$ cat src/rtl/nand_flash_ctrl_mp_pkg.sv
// Shared definitions for the multi-page NAND flash controller:
// FSM state encoding, host command codes and default parameter values.
package nfc_pkg;

    localparam int NFC_ADDR_W     = 16;
    localparam int NFC_DATA_W     = 16;
    localparam int NFC_CMD_W      = 3;
    localparam int NFC_PAGE_WORDS = 8;
    localparam int NFC_MAX_PAGES  = 4;
    localparam int NFC_TIMEOUT    = 1024;

    localparam int CMD_ERASE   = 0;
    localparam int CMD_PROGRAM = 1;
    localparam int CMD_READ    = 2;

    typedef enum logic [3:0] {
        ST_IDLE       = 4'd0,
        ST_CMD        = 4'd1,
        ST_ADDR       = 4'd2,
        ST_PROG_DATA  = 4'd3,
        ST_PROG_WAIT  = 4'd4,
        ST_READ_WAIT  = 4'd5,
        ST_READ_DATA  = 4'd6,
        ST_ERASE_WAIT = 4'd7,
        ST_NEXT_PAGE  = 4'd8,
        ST_FINISH     = 4'd9
    } nfc_state_e;

endpackage

$ cat src/rtl/nand_flash_ctrl_mp_timeout_ctr.sv
// Status-wait watchdog: counts enabled cycles from a clear and flags
// the cycle on which the count reaches TIMEOUT-1.
module nfc_timeout_ctr #(
    parameter int TIMEOUT = 1024
) (
    input  logic clk,
    input  logic Reset,
    input  logic clr,
    input  logic en,
    output logic expired
);

    localparam int CNT_W = (TIMEOUT > 1) ? $clog2(TIMEOUT) : 1;

    logic [CNT_W-1:0] cnt_q;

    // Count wait cycles; hold at the terminal value so expired stays stable.
    always_ff @(posedge clk) begin
        if (Reset || clr) begin
            cnt_q <= '0;
        end else if (en && !expired) begin
            cnt_q <= cnt_q + 1'b1;
        end
    end

    assign expired = (cnt_q == CNT_W'(TIMEOUT - 1));

endmodule

$ cat src/rtl/nand_flash_ctrl_mp.sv
// Multi-page NAND flash controller: erase, program burst and read burst
// with a per-wait timeout, buffer handshakes and sticky error flags.
module nand_flash_ctrl_mp
    import nfc_pkg::*;
#(
    parameter int ADDR_W     = NFC_ADDR_W,
    parameter int DATA_W     = NFC_DATA_W,
    parameter int CMD_W      = NFC_CMD_W,
    parameter int PAGE_WORDS = NFC_PAGE_WORDS,
    parameter int MAX_PAGES  = NFC_MAX_PAGES,
    parameter int TIMEOUT    = NFC_TIMEOUT
) (
    input  logic                           clk,
    input  logic                           Reset,
    input  logic                           nfc_start,
    input  logic [CMD_W-1:0]               nfc_cmd,
    input  logic [ADDR_W-1:0]              RWA,
    input  logic [$clog2(MAX_PAGES+1)-1:0] page_cnt,
    output logic                           nfc_busy,
    output logic                           nfc_done,
    output logic                           command_error,
    output logic                           timeout_error,
    output logic                           cEn,
    output logic                           CLE,
    output logic                           ALE,
    output logic                           wEn,
    output logic                           rEn,
    output logic [DATA_W-1:0]              dio_out,
    output logic                           dio_oe,
    input  logic [DATA_W-1:0]              dio_in,
    input  logic                           status,
    input  logic                           buf_rd_valid,
    input  logic [DATA_W-1:0]              buf_rd_data,
    output logic                           buf_rd_ready,
    output logic                           buf_wr_valid,
    output logic [DATA_W-1:0]              buf_wr_data,
    input  logic                           buf_wr_ready
);

    localparam int PCNT_W = $clog2(MAX_PAGES + 1);
    localparam int WCNT_W = $clog2(PAGE_WORDS + 1);

    nfc_state_e        state, state_nxt;
    logic [CMD_W-1:0]  cmd_q;
    logic [ADDR_W-1:0] addr_q;
    logic [PCNT_W-1:0] pages_q;
    logic [WCNT_W-1:0] wcnt_q;
    logic              done_q, cmd_err_q, tmo_err_q;

    logic start_ok, in_wait, expired, timeout_fire;
    logic wr_beat, rd_beat, last_word;

    // Erase ignores page_cnt; bursts need 1..MAX_PAGES pages.
    assign start_ok = (nfc_cmd == CMD_W'(CMD_ERASE)) ||
                      (((nfc_cmd == CMD_W'(CMD_PROGRAM)) || (nfc_cmd == CMD_W'(CMD_READ))) &&
                       (page_cnt != '0) && (page_cnt <= PCNT_W'(MAX_PAGES)));

    assign in_wait      = (state == ST_ERASE_WAIT) || (state == ST_PROG_WAIT) ||
                          (state == ST_READ_WAIT);
    // A ready status in the same cycle as expiry takes priority over the timeout.
    assign timeout_fire = in_wait && !status && expired;
    assign wr_beat      = (state == ST_PROG_DATA) && buf_rd_valid;
    assign rd_beat      = (state == ST_READ_DATA) && buf_wr_ready;
    assign last_word    = (wcnt_q == WCNT_W'(PAGE_WORDS - 1));

    // Counter is held clear outside wait states so every wait starts at zero.
    nfc_timeout_ctr #(.TIMEOUT(TIMEOUT)) u_timeout (
        .clk     (clk),
        .Reset   (Reset),
        .clr     (!in_wait),
        .en      (in_wait),
        .expired (expired)
    );

    // Next-state selection.
    always_comb begin
        state_nxt = state;
        case (state)
            ST_IDLE:       if (nfc_start && start_ok) state_nxt = ST_CMD;
            ST_CMD:        state_nxt = ST_ADDR;
            ST_ADDR: begin
                if (cmd_q == CMD_W'(CMD_ERASE))        state_nxt = ST_ERASE_WAIT;
                else if (cmd_q == CMD_W'(CMD_PROGRAM)) state_nxt = ST_PROG_DATA;
                else                                   state_nxt = ST_READ_WAIT;
            end
            ST_PROG_DATA:  if (wr_beat && last_word) state_nxt = ST_PROG_WAIT;
            ST_PROG_WAIT:  if (status) state_nxt = ST_NEXT_PAGE;
                           else if (expired) state_nxt = ST_IDLE;
            ST_READ_WAIT:  if (status) state_nxt = ST_READ_DATA;
                           else if (expired) state_nxt = ST_IDLE;
            ST_ERASE_WAIT: if (status) state_nxt = ST_FINISH;
                           else if (expired) state_nxt = ST_IDLE;
            ST_READ_DATA:  if (rd_beat && last_word) state_nxt = ST_NEXT_PAGE;
            ST_NEXT_PAGE:  state_nxt = (pages_q > PCNT_W'(1)) ? ST_CMD : ST_FINISH;
            ST_FINISH:     state_nxt = ST_IDLE;
            default:       state_nxt = ST_IDLE;
        endcase
    end

    // State, latched request fields, word/page bookkeeping and status flags.
    always_ff @(posedge clk) begin
        if (Reset) begin
            state     <= ST_IDLE;
            cmd_q     <= '0;
            addr_q    <= '0;
            pages_q   <= '0;
            wcnt_q    <= '0;
            done_q    <= 1'b0;
            cmd_err_q <= 1'b0;
            tmo_err_q <= 1'b0;
        end else begin
            state  <= state_nxt;
            done_q <= 1'b0;
            if (state == ST_IDLE && nfc_start) begin
                cmd_q     <= nfc_cmd;
                addr_q    <= RWA;
                pages_q   <= page_cnt;
                cmd_err_q <= !start_ok;
                tmo_err_q <= 1'b0;
                done_q    <= !start_ok;
            end
            if (timeout_fire) begin
                tmo_err_q <= 1'b1;
                done_q    <= 1'b1;
            end
            if (state == ST_NEXT_PAGE) begin
                pages_q <= pages_q - 1'b1;
                addr_q  <= addr_q + 1'b1;
            end
            if (wr_beat || rd_beat) begin
                wcnt_q <= last_word ? '0 : wcnt_q + 1'b1;
            end
        end
    end

    // Flash strobes and buffer handshakes decoded from the current state.
    always_comb begin
        CLE          = 1'b0;
        ALE          = 1'b0;
        wEn          = 1'b0;
        rEn          = 1'b0;
        dio_oe       = 1'b0;
        dio_out      = '0;
        buf_rd_ready = 1'b0;
        buf_wr_valid = 1'b0;
        buf_wr_data  = '0;
        case (state)
            ST_CMD: begin
                CLE     = 1'b1;
                dio_oe  = 1'b1;
                dio_out = DATA_W'(cmd_q);
            end
            ST_ADDR: begin
                ALE     = 1'b1;
                dio_oe  = 1'b1;
                dio_out = DATA_W'(addr_q);
            end
            ST_PROG_DATA: begin
                buf_rd_ready = 1'b1;
                if (buf_rd_valid) begin
                    wEn     = 1'b1;
                    dio_oe  = 1'b1;
                    dio_out = buf_rd_data;
                end
            end
            ST_READ_DATA: begin
                if (buf_wr_ready) begin
                    rEn          = 1'b1;
                    buf_wr_valid = 1'b1;
                    buf_wr_data  = dio_in;
                end
            end
            default: ;
        endcase
    end

    assign cEn           = (state != ST_IDLE);
    assign nfc_busy      = (state != ST_IDLE);
    assign nfc_done      = done_q || (state == ST_FINISH);
    assign command_error = cmd_err_q;
    assign timeout_error = tmo_err_q;

endmodule
$ cat config.mk
export PLATFORM = sky130hd
export DESIGN_NAME = nand_flash_ctrl_mp
export DESIGN_NICKNAME = d
export VERILOG_FILES = /design/src/rtl/nand_flash_ctrl_mp_pkg.sv /design/src/rtl/nand_flash_ctrl_mp_timeout_ctr.sv /design/src/rtl/nand_flash_ctrl_mp.sv
export SDC_FILE = /design/constraint.sdc
export NUM_CORES = 1
export LEC_CHECK = 0
export CAP_MARGIN = 10
export CORE_ASPECT_RATIO = 0.75
export CORE_MARGIN = 3
export CORE_UTILIZATION = 45
export DETAILED_ROUTE_END_ITERATION = 12
export PLACE_DENSITY_LB_ADDON = 0.1
export SLEW_MARGIN = 20
export SYNTH_ARGS = -nofsm -noshare
export SYNTH_HDL_FRONTEND = slang
export SYNTH_SLANG_ARGS = --single-unit
export TNS_END_PERCENT = 30
$ cat constraint.sdc
create_clock -name clk -period 2.7 [get_ports clk]
set_clock_uncertainty 0.1 [all_clocks]
set_input_delay 0.54 -clock clk [delete_from_list [all_inputs] [get_ports clk]]
set_output_delay 0.54 -clock clk [all_outputs]
set_load 0.1 [all_outputs]
# Yosys cells after proc, flatten, opt, wreduce, memory -nomap -nowiden
# Cells that the tools add are included.
[op_classes] addsub=4 reduce_logical=31 order_cmp=2 n_eq_ne=17 muxes=32
[op_table] op="16-bit 2-to-1 mux" n=5
[op_table] op="16-bit case mux with 3 select lines" n=1
[op_table] op="4-bit 2-to-1 mux" n=9
[op_table] op="4-bit case mux with 9 select lines" n=1
[op_table] op="4-bit by 3-bit == test with 1-bit output (second input constant)" n=5
[op_table] op="16-bit by 1-bit adder with 16-bit output (second input constant)" n=1
[op_table] op="3-bit 2-to-1 mux" n=4
[op_table] op="1-bit logical AND" n=11
[op_table] op="1-bit 2-to-1 mux" n=11
[op_table] op="10-bit by 1-bit adder with 10-bit output (second input constant)" n=1
[op_table] op="10-bit == test (second input constant)" n=1
[op_table] op="4-bit by 2-bit == test with 1-bit output (second input constant)" n=2
[op_table] op="4-bit == test (second input constant)" n=2
[op_table] op="1-bit logical OR" n=7
[op_table] op="3-bit by 1-bit == test with 1-bit output (second input constant)" n=2
[op_table] op="3-bit logical NOT" n=2
[op_table] op="4-bit by 1-bit adder with 4-bit output (second input constant)" n=1
[op_table] op="4-bit by 1-bit == test with 1-bit output (second input constant)" n=1
[op_table] op="1-bit logical NOT" n=4
[op_table] op="4-bit logical NOT" n=1
[op_table] op="2-bit by 1-bit inequality test with 1-bit output (second input constant)" n=2
[op_table] op="2-bit nonzero test" n=2
[op_table] op="4-bit nonzero test" n=1
[op_table] op="3-bit by 2-bit == test with 1-bit output (second input constant)" n=1
[op_table] op="other kinds (8)" n=8
[totals] ff_bits=43 out_inout_bits=44 inputBits=60 word_cells=95

# Longest topological paths before layout
# Gate-level depths: netlist (run 1).
[depth] depth_word=8 mapped_depth=7 depth_no_buf=6

# Modules after synthesis
# Synthesis (run 1) repeated with hierarchy kept, for this count alone.
[unflattened] hier_cells=360 hier_area_um2=2847.7
[by_module_without_submodules] module="nand_flash_ctrl_mp" instances=1 cells_per_inst=292 seq_area_each_um2=660.6 area_per_inst_um2=2254.7
[by_module_without_submodules] module="nfc_timeout_ctr" instances=1 cells_per_inst=68 seq_area_each_um2=200.2 area_per_inst_um2=593.1

# Least setup slack after synthesis (run 1)
# OpenSTA, ideal clock, no wires.
[synth_timing] kind="register to output" startpoint="register state[0]" endpoint="output port dio_oe" slack_ns=-1.694 n_path_buf=2 arrival_time_ns=3.754 required_ns=2.060 stages_incl_launch_ff=5 path_cell_list="dfxtp_1 > buf_2 > buf_2 > nor2_1 > nor4_1"
[synth_between] elab_chain_len=3 word_cells_on_any_way=5 classes_between="eq/ne: 3; mux: 1; reduce/logical: 1"
[synth_lines] item="start: declaration" line="nand_flash_ctrl_mp.sv:43" source="nfc_state_e state, state_nxt;"
[synth_lines] item="start signal: assignment" line="nand_flash_ctrl_mp.sv:112" source="state <= state_nxt;"
[synth_lines] item="4-bit by 2-bit == test with 1-bit output / 4-bit by 1-bit == test with 1-bit output (equally long branches)" line="nand_flash_ctrl_mp.sv:147" source="case (state)"
[synth_lines] item="2-bit OR reduction (no source line)"
[synth_lines] item="1-bit case mux with 2 select lines (*)" line="nand_flash_ctrl_mp.sv:147"
[synth_lines] item="end: declaration" line="nand_flash_ctrl_mp.sv:29" source="output logic dio_oe,"
# Mark *: on every way between the ends. The rest lies on a longest branch, timed or not.

# Worst setup path after layout (run 1)
[layout_timing] startpoint="register state[1]" endpoint="output port dio_out[0]"
[layout_between] elab_chain_len=2 word_cells_on_any_way=4 classes_between="eq/ne: 3; mux: 1"
[layout_lines] item="4-bit by 2-bit == test with 1-bit output / 4-bit by 1-bit == test with 1-bit output (equally long branches)" line="nand_flash_ctrl_mp.sv:147"
[layout_lines] item="16-bit case mux with 3 select lines (*)" line="nand_flash_ctrl_mp.sv:147"
[layout_lines] item="end: declaration" line="nand_flash_ctrl_mp.sv:28" source="output logic [DATA_W-1:0] dio_out,"
# Marked as above.

==> flow_summary_export.csv, run 1 <==
group,metric,value,unit
final_layout,synth_to_final_area_change,64.3,%
synth,synth-edff-count,0,
synth,postSynthRegisterBits,43,
timing,timing.hold.ws,0.384,ns
placed_design,place.gp.congestion,0.853,
placed_design,setup_slack_at_placement,0.142,ns
synth,synthesized_net_count,411,
power_and_ir_drop,p_int,0.00162,W
synth,yosysWarningCount,0,
timing,tightestPinTransition,0.636,ns
timing,report.final.hold_viol_count,0,
final_layout,final_nets,510,
floorplan,die_area,7000,µm²
timing,slew_headroom,57.4,%
synth,yosys.area.top_type,"sky130_fd_sc_hd__dfxtp_1",
clock_network,ctsLongestPathBuffers,2,
floorplan,ios,104,
setup_path,worst-setup-path-type,"register to output pin",
final_layout,multi_input_area,1770,µm²
synth,synthTopCellsByArea,"sky130_fd_sc_hd__dfxtp_1 (32%), sky130_fd_sc_hd__nor2_1 (5.3%), sky130_fd_sc_hd__and2_1 (4.8%)",
detailed_routing,antenna_left,0,
detailed_routing,detailed_route_vias_per_instance,5.86,
flow_run,cap_violations,0,
power_and_ir_drop,powerDensity,713,nW/µm²
power_and_ir_drop,total_leakage_power,1.68,nW
final_layout,drive_above_1_share,21.0,%
clock_network,numCtsBuffers,5,
timing,fmaxAchievable,0.387,GHz
floorplan,start_util,48.5,%
synth,synthMostInstantiatedCell,"sky130_fd_sc_hd__dfxtp_1",
min_path,worstHoldPathType,"register to register",
power_and_ir_drop,combinationalPowerShare,59.0,%
setup_path,endpoint_kind,"output pin",
clock_network,insertion_delay,0.30,ns
floorplan,placeableCoreArea,5580,µm²
clock_network,clk_pin_slew,0.08,ns
detailed_routing,routed_vias,3061,
detailed_routing,detail_route.wirelength,8780,µm
synth,synth_cell_types,56,
status,status,"complete, no violations",
placed_design,place.port_buffers,103,
floorplan,die_boundary_height,73.2,µm
global_route,grt_usage,25.7,%
global_route,grt_pass1_wl,14200,µm
detailed_routing,remaining_drc_errors,0,
floorplan,floorplan.rows,23,
timing,post-route-period-util,95.8,%
synth,synth_cells,347,
final_layout,count_of_inserted_antenna_diode_cells,0,
floorplan,fp.dieW,95.6,µm
timing,fin_crit,2.59,ns
detailed_routing,first_drt_pass_iteration_count,5,
final_layout,footprint_of_the_flip_flops_and_latches,868,µm²
synth,synth_common_cells,"sky130_fd_sc_hd__dfxtp_1 (43), sky130_fd_sc_hd__nor2_1 (38), sky130_fd_sc_hd__nand2_1 (30), sky130_fd_sc_hd__a21oi_1 (24), sky130_fd_sc_hd__and2_1 (21)",
final_layout,filler_cell_count,396,
synth,post_synth_instance_area,2710,µm²
clock_network,cts_htree_levels,2,
synth,ys_seq_area_share,31.8,%
clock_network,cts.sink_count,43,
power_and_ir_drop,sequentialPowerShare,28.3,%
placed_design,dp_hpwl,6700,µm
clock_network,cts_tree,"yes",
setup_path,worst_ep_arrival_time,1.95,ns
global_route,grt_antenna_before_repair,0,
timing,slew_viol_final,0,
synth,synth-main-ff-cell,"sky130_fd_sc_hd__dfxtp_1",
synth,async_reset_ff_share,0,%
global_route,grt_max_degree,34,
detailed_routing,wire_per_inst,16.8,µm
power_and_ir_drop,clock_power_share,12.8,%
synth,synth_area_per_cell,7.81,µm²
placed_design,dpl-instance-area,4340,µm²
global_route,grt.overflow.total,0,
setup_path,startpoint_type,"register",
detailed_routing,drt_iter0_markers,298,
power_and_ir_drop,power.ir.vdd_worst,348,µV
clock_network,root_buffer,"sky130_fd_sc_hd__clkbuf_8",
setup_path,required_arrival_time_at_the_worst_endpoint,2.06,ns
global_route,grt_pass1_vias,3006,
synth,synth_largest_type_area_fraction,31.8,%
power_and_ir_drop,switchingPower,0.00155,W
setup_path,worst-path-max-fanout,17,
power_and_ir_drop,netSwitchingFraction,48.8,%
timing,setup_viol,0,
timing,layout_setup_ws,0.113,ns
final_layout,layout.cell_area.non_filler,4450,µm²
## routing by layer
metal | share of wire (%) | routed length, µm | track usage [%] | vias up
met5 | 0 | 0 | 0 | -
met4 | 2.0 | 179 | 8.52 | 0
li1 | - | - | - | 1476
met1 | 42 | 3650 | 32.6 | 1425
met2 | 47 | 4160 | 41.9 | 142
met3 | 9.0 | 793 | 7.53 | 18
## final timing paths
path                            startpoint          to  slack, ns  depth (start not counted)
worst max-delay path              state[1]  dio_out[0]       0.11                          6
worst min register to register   wcnt_q[1]   wcnt_q[1]       0.38                          2
worst min-delay path             wcnt_q[1]   wcnt_q[1]       0.38                          2
worst max register to register    state[1]   wcnt_q[3]       0.58                          7
## kinds of logic after synthesis
family / Yosys count / share of synthesized area (%)
flip-flops: 43 / 31.8
XOR/XNOR: 9 / 2.91
multiplexers: 2 / 0.739
AND/OR/NAND/NOR: 160 / 32.5
AO/OA/AOI/OAI: 91 / 23.5
buffers and inverters: 38 / 6.65
adder cells (fa/ha/maj): 4 / 1.85
## power by group through the flow
stage | sequential [W] | clock (W) | combinational (W)
global route | 0.000919 | 0.000444 | 0.00196
floorplan | 0.000876 | 0 | 0.00126
global placement | 0.000920 | 0 | 0.00179
finish | 0.000898 | 0.000406 | 0.00187
CTS | 0.000914 | 0.000411 | 0.00182
detailed placement | 0.000927 | 0 | 0.00181
## registers in the layout (all words and copies together), names as in the netlist
register         cells
addr_q              16
cmd_q                3
command_error        1
done_q               1
pages_q              3
state                4
timeout_error        1
u_timeout.cnt_q     10
wcnt_q               4
## worst max-delay path, stage by stage, from the launching register on
cell	delay, ns
sky130_fd_sc_hd__dfxtp_4	0.40
sky130_fd_sc_hd__and4bb_2	0.28
sky130_fd_sc_hd__and2_1	0.19
sky130_fd_sc_hd__buf_12	0.16
sky130_fd_sc_hd__a222oi_1	0.35
sky130_fd_sc_hd__inv_2	0.08
sky130_fd_sc_hd__buf_12	0.17
## area by class of cell
cell class              instances  share of cell area [%]
clock buffers                   5                    1.55
repair buffers                119                    35.7
clock inverters                 3                   0.337
inverters                      11                   0.983
well taps                      75                    2.11
flip-flops and latches         43                    19.5
multi-input cells             266                    39.8
## placed cells by master, fill, tap and decap left out, types with 3 or more instances in the layout
cell type                          n
sky130_fd_sc_hd__or3_1             4
sky130_fd_sc_hd__a221oi_1          5
sky130_fd_sc_hd__clkdlybuf4s50_1  59
sky130_fd_sc_hd__and2_1           21
sky130_fd_sc_hd__ha_1              4
sky130_fd_sc_hd__o21ai_1           4
sky130_fd_sc_hd__a31oi_1           9
sky130_fd_sc_hd__dfxtp_1          41
sky130_fd_sc_hd__nand3_1          17
sky130_fd_sc_hd__xnor2_1           5
sky130_fd_sc_hd__a22o_1            4
sky130_fd_sc_hd__inv_1             7
sky130_fd_sc_hd__clkinv_2          3
sky130_fd_sc_hd__a22o_4            9
sky130_fd_sc_hd__buf_4            16
sky130_fd_sc_hd__and4_1            4
sky130_fd_sc_hd__nand3b_1          4
sky130_fd_sc_hd__nor2_1           38
sky130_fd_sc_hd__nand4_1           7
sky130_fd_sc_hd__nand2b_1          3
sky130_fd_sc_hd__o211ai_1          3
sky130_fd_sc_hd__buf_12           44
sky130_fd_sc_hd__a222oi_1          3
sky130_fd_sc_hd__nor3_1            9
sky130_fd_sc_hd__a21oi_1          24
sky130_fd_sc_hd__clkbuf_8          5
sky130_fd_sc_hd__inv_2             3
sky130_fd_sc_hd__and3_1            4
sky130_fd_sc_hd__nand2_1          30
sky130_fd_sc_hd__o21ai_0           9
sky130_fd_sc_hd__xor2_1            4
## metrics by stage
step                total power (W)   TNS [ns]  instances  util (%)
finish                      0.00318          0        522      79.8
global route                0.00332  -0.000321        522      79.8
global placement            0.00271          0        510      77.7
floorplan                   0.00213      -6.75        347         -
CTS                         0.00314          0        518      79.2
detailed placement          0.00274          0        510      77.7
## timing repair
| item | 4_1_cts | 5_1_grt |
|---|---|---|
| endpoints found under the setup margin | 16 | 4 |
| buffers inserted | 0 | 4 |
| gates resized for setup | 1 | 1 |
| hold buffers | 0 | 0 |
| pin swaps | 0 | 2 |
(Power assumes the default switching activity.)
==> run 2: changes to the inputs <==
--- a/config.mk
+++ b/config.mk
@@ -10,7 +10,7 @@
 export CORE_MARGIN = 3
 export CORE_UTILIZATION = 45
 export DETAILED_ROUTE_END_ITERATION = 12
-export PLACE_DENSITY_LB_ADDON = 0.1
+export PLACE_DENSITY = 0.84
 export SLEW_MARGIN = 20
 export SYNTH_ARGS = -nofsm -noshare
 export SYNTH_HDL_FRONTEND = slang
==> flow_summary_export.csv, run 2 (same netlist as run 1, synthesis figures left out) <==
group,metric,value,unit
setup_path,worst_ep_arrival_time,1.96,ns
final_layout,commonest_non_fill_non_tap_cell_in_the_layout,"sky130_fd_sc_hd__clkdlybuf4s50_1",
detailed_routing,drt_iter0_markers,310,
detailed_routing,antenna_left,0,
setup_path,reg2reg_setup_slack,0.52,ns
timing,final.setup.tns,0,ns
setup_path,required_arrival_time_at_the_worst_endpoint,2.06,ns
final_layout,multi_input_area,1790,µm²
clock_network,cts_tree,"yes",
floorplan,start_util,48.5,%
global_route,groute.layer.met2.usage,44.8,%
placed_design,dp_hpwl,7150,µm
global_route,gr-usage-met1,37.6,%
min_path,worstHoldPathType,"register to register",
detailed_routing,remaining_drc_errors,0,
final_layout,max_ffs_per_register,16,
setup_path,critical_path.endpoint,"buf_wr_data[10]",
timing,slew_viol_final,0,
global_route,most_used_routing_layer,"met2",
detailed_routing,detailed_route_vias_per_instance,6.15,
global_route,grt_antenna_before_repair,0,
timing,post-route-period-util,96.4,%
floorplan,ios,104,
clock_network,cts_htree_levels,2,
setup_path,worst_reg_to_reg_path_cell_count,7,
final_layout,top_regs,"addr_q: 16 flops, u_timeout.cnt_q: 10 flops",
floorplan,placeableCoreArea,5580,µm²
placed_design,place.port_buffers,103,
final_layout,layout_common_cells,"sky130_fd_sc_hd__clkdlybuf4s50_1 (58), sky130_fd_sc_hd__buf_12 (43), sky130_fd_sc_hd__dfxtp_1 (41)",
floorplan,floorplan.rows,23,
final_layout,footprint_of_the_flip_flops_and_latches,866,µm²
timing,tightestPinTransition,0.685,ns
setup_path,worstReg2RegStart,"state[1]",
clock_network,numCtsBuffers,5,
detailed_routing,routed_vias,3220,
floorplan,die_area,7000,µm²
setup_path,cp-startpoint,"state[1]",
final_layout,filler_cell_count,349,
final_layout,count_of_inserted_antenna_diode_cells,0,
timing,grt_setup_unrepaired,"false",
setup_path,endpoint_kind,"output pin",
setup_path,worst-setup-path-type,"register to output pin",
setup_path,startpoint_type,"register",
floorplan,fp.dieW,95.6,µm
global_route,grt.overflow.total,0,
timing,fin_crit,2.60,ns
global_route,grt_pass1_vias,3100,
clock_network,cts.sink_count,43,
timing,timing.hold.ws,0.382,ns
clock_network,root_buffer,"sky130_fd_sc_hd__clkbuf_8",
clock_network,clk_pin_slew,0.08,ns
timing,report.final.hold_viol_count,0,
power_and_ir_drop,power.ir.vdd_worst,474,µV
setup_path,worst-path-max-fanout,12,
power_and_ir_drop,powerDensity,745,nW/µm²
final_layout,registers.top_by_ff_count,"addr_q",
detailed_routing,wire_per_inst,18.8,µm
final_layout,drive_above_1_share,21.6,%
flow_run,cap_violations,0,
final_layout,fin_util,80.9,%
global_route,grt_usage,27.9,%
clock_network,ctsLongestPathBuffers,2,
clock_network,cts.hold.buffers_added,0,
final_layout,final_nets,512,
status,status,"complete, no violations",
timing,slew_headroom,54.1,%
power_and_ir_drop,total_leakage_power,1.71,nW
timing,setup_viol,0,
global_route,grt_pass1_wl,15400,µm
clock_network,insertion_delay,0.30,ns
global_route,grt_max_degree,34,
detailed_routing,detail_route.wirelength,9870,µm
floorplan,die_boundary_height,73.2,µm
global_route,grtUsageMet3,5.05,%
setup_path,r2r_end,"wcnt_q[3]",
timing,fmaxAchievable,0.384,GHz
final_layout,synth_to_final_area_change,66.6,%
detailed_routing,first_drt_pass_iteration_count,5,
placed_design,place.gp.congestion,0.841,
==> run 2: power breakdown <==
part / switching, W / internal [W] / total, W
clock: 0.000228 / 0.000300 / 0.000527
combinational: 0.00122 / 0.000725 / 0.00194
sequential: 0.000152 / 0.000743 / 0.000895
total: 0.00160 / 0.00177 / 0.00336
==> run 2: worst min-delay path by stage <==
stage          depth (start not counted)            end  slack [ns]           from
3_3_place_gp                           2  timeout_error        0.35  timeout_error
2_1_floorplan                          2       cmd_q[0]        0.35       cmd_q[0]
3_5_place_dp                           2  timeout_error        0.36  timeout_error
6_report                               2  timeout_error        0.38  timeout_error
5_1_grt                                2      wcnt_q[1]        0.42      wcnt_q[1]
4_1_cts                                2  timeout_error        0.38  timeout_error
==> run 2: repair_timing <==
item / in CTS / in global routing
gates cloned: 0 / 1
buffers inserted: 0 / 6
pin swaps: 0 / 3
setup endpoints to repair: 2 / 18
resized for setup: 1 / 9
==> run 2: worst max-delay path, stage by stage (launching register included) <==
cell and delay (ns):
sky130_fd_sc_hd__dfxtp_1 0.38, sky130_fd_sc_hd__buf_4 0.21, sky130_fd_sc_hd__nand2_1 0.16, sky130_fd_sc_hd__nor4b_4 0.31, sky130_fd_sc_hd__buf_6 0.18, sky130_fd_sc_hd__and2_1 0.21, sky130_fd_sc_hd__buf_12 0.20
==> run 2: layout make-up <==
| cell class | instances | area share (%) |
|---|---|---|
| clock buffers | 6 | 1.83 |
| clock inverters | 2 | 0.776 |
| inverters | 11 | 0.970 |
| multi-input cells | 266 | 39.6 |
| flip-flops and latches | 43 | 19.2 |
| well taps | 75 | 2.08 |
| repair buffers | 121 | 35.6 |
==> run 2: metrics by stage <==
step	power [W]	area [µm²]	worst slack, ns	cells
floorplan	0.00213	2840	-0.371	347
global placement	0.00272	4320	0.175	509
detailed placement	0.00276	4320	0.116	509
CTS	0.00329	4440	0.00661	517
global route	0.00348	4520	0.0145	524
finish	0.00336	4520	0.0967	524
==> run 2: routing by layer <==
metal  wire (µm)  up-vias
met5           0        -
met2        4810      178
met4         235        0
li1            -     1481
met1        4080     1537
met3         742       24
==> run 3: changes to the inputs <==
--- a/config.mk
+++ b/config.mk
@@ -10,6 +10,7 @@
 export CORE_MARGIN = 3
 export CORE_UTILIZATION = 45
 export DETAILED_ROUTE_END_ITERATION = 12
+export GPL_TIMING_DRIVEN = 1
 export PLACE_DENSITY = 0.84
 export SLEW_MARGIN = 20
 export SYNTH_ARGS = -nofsm -noshare
==> results of run 3 <==
Same layout as run 2: the final DEF is identical, and so are final timing and power.
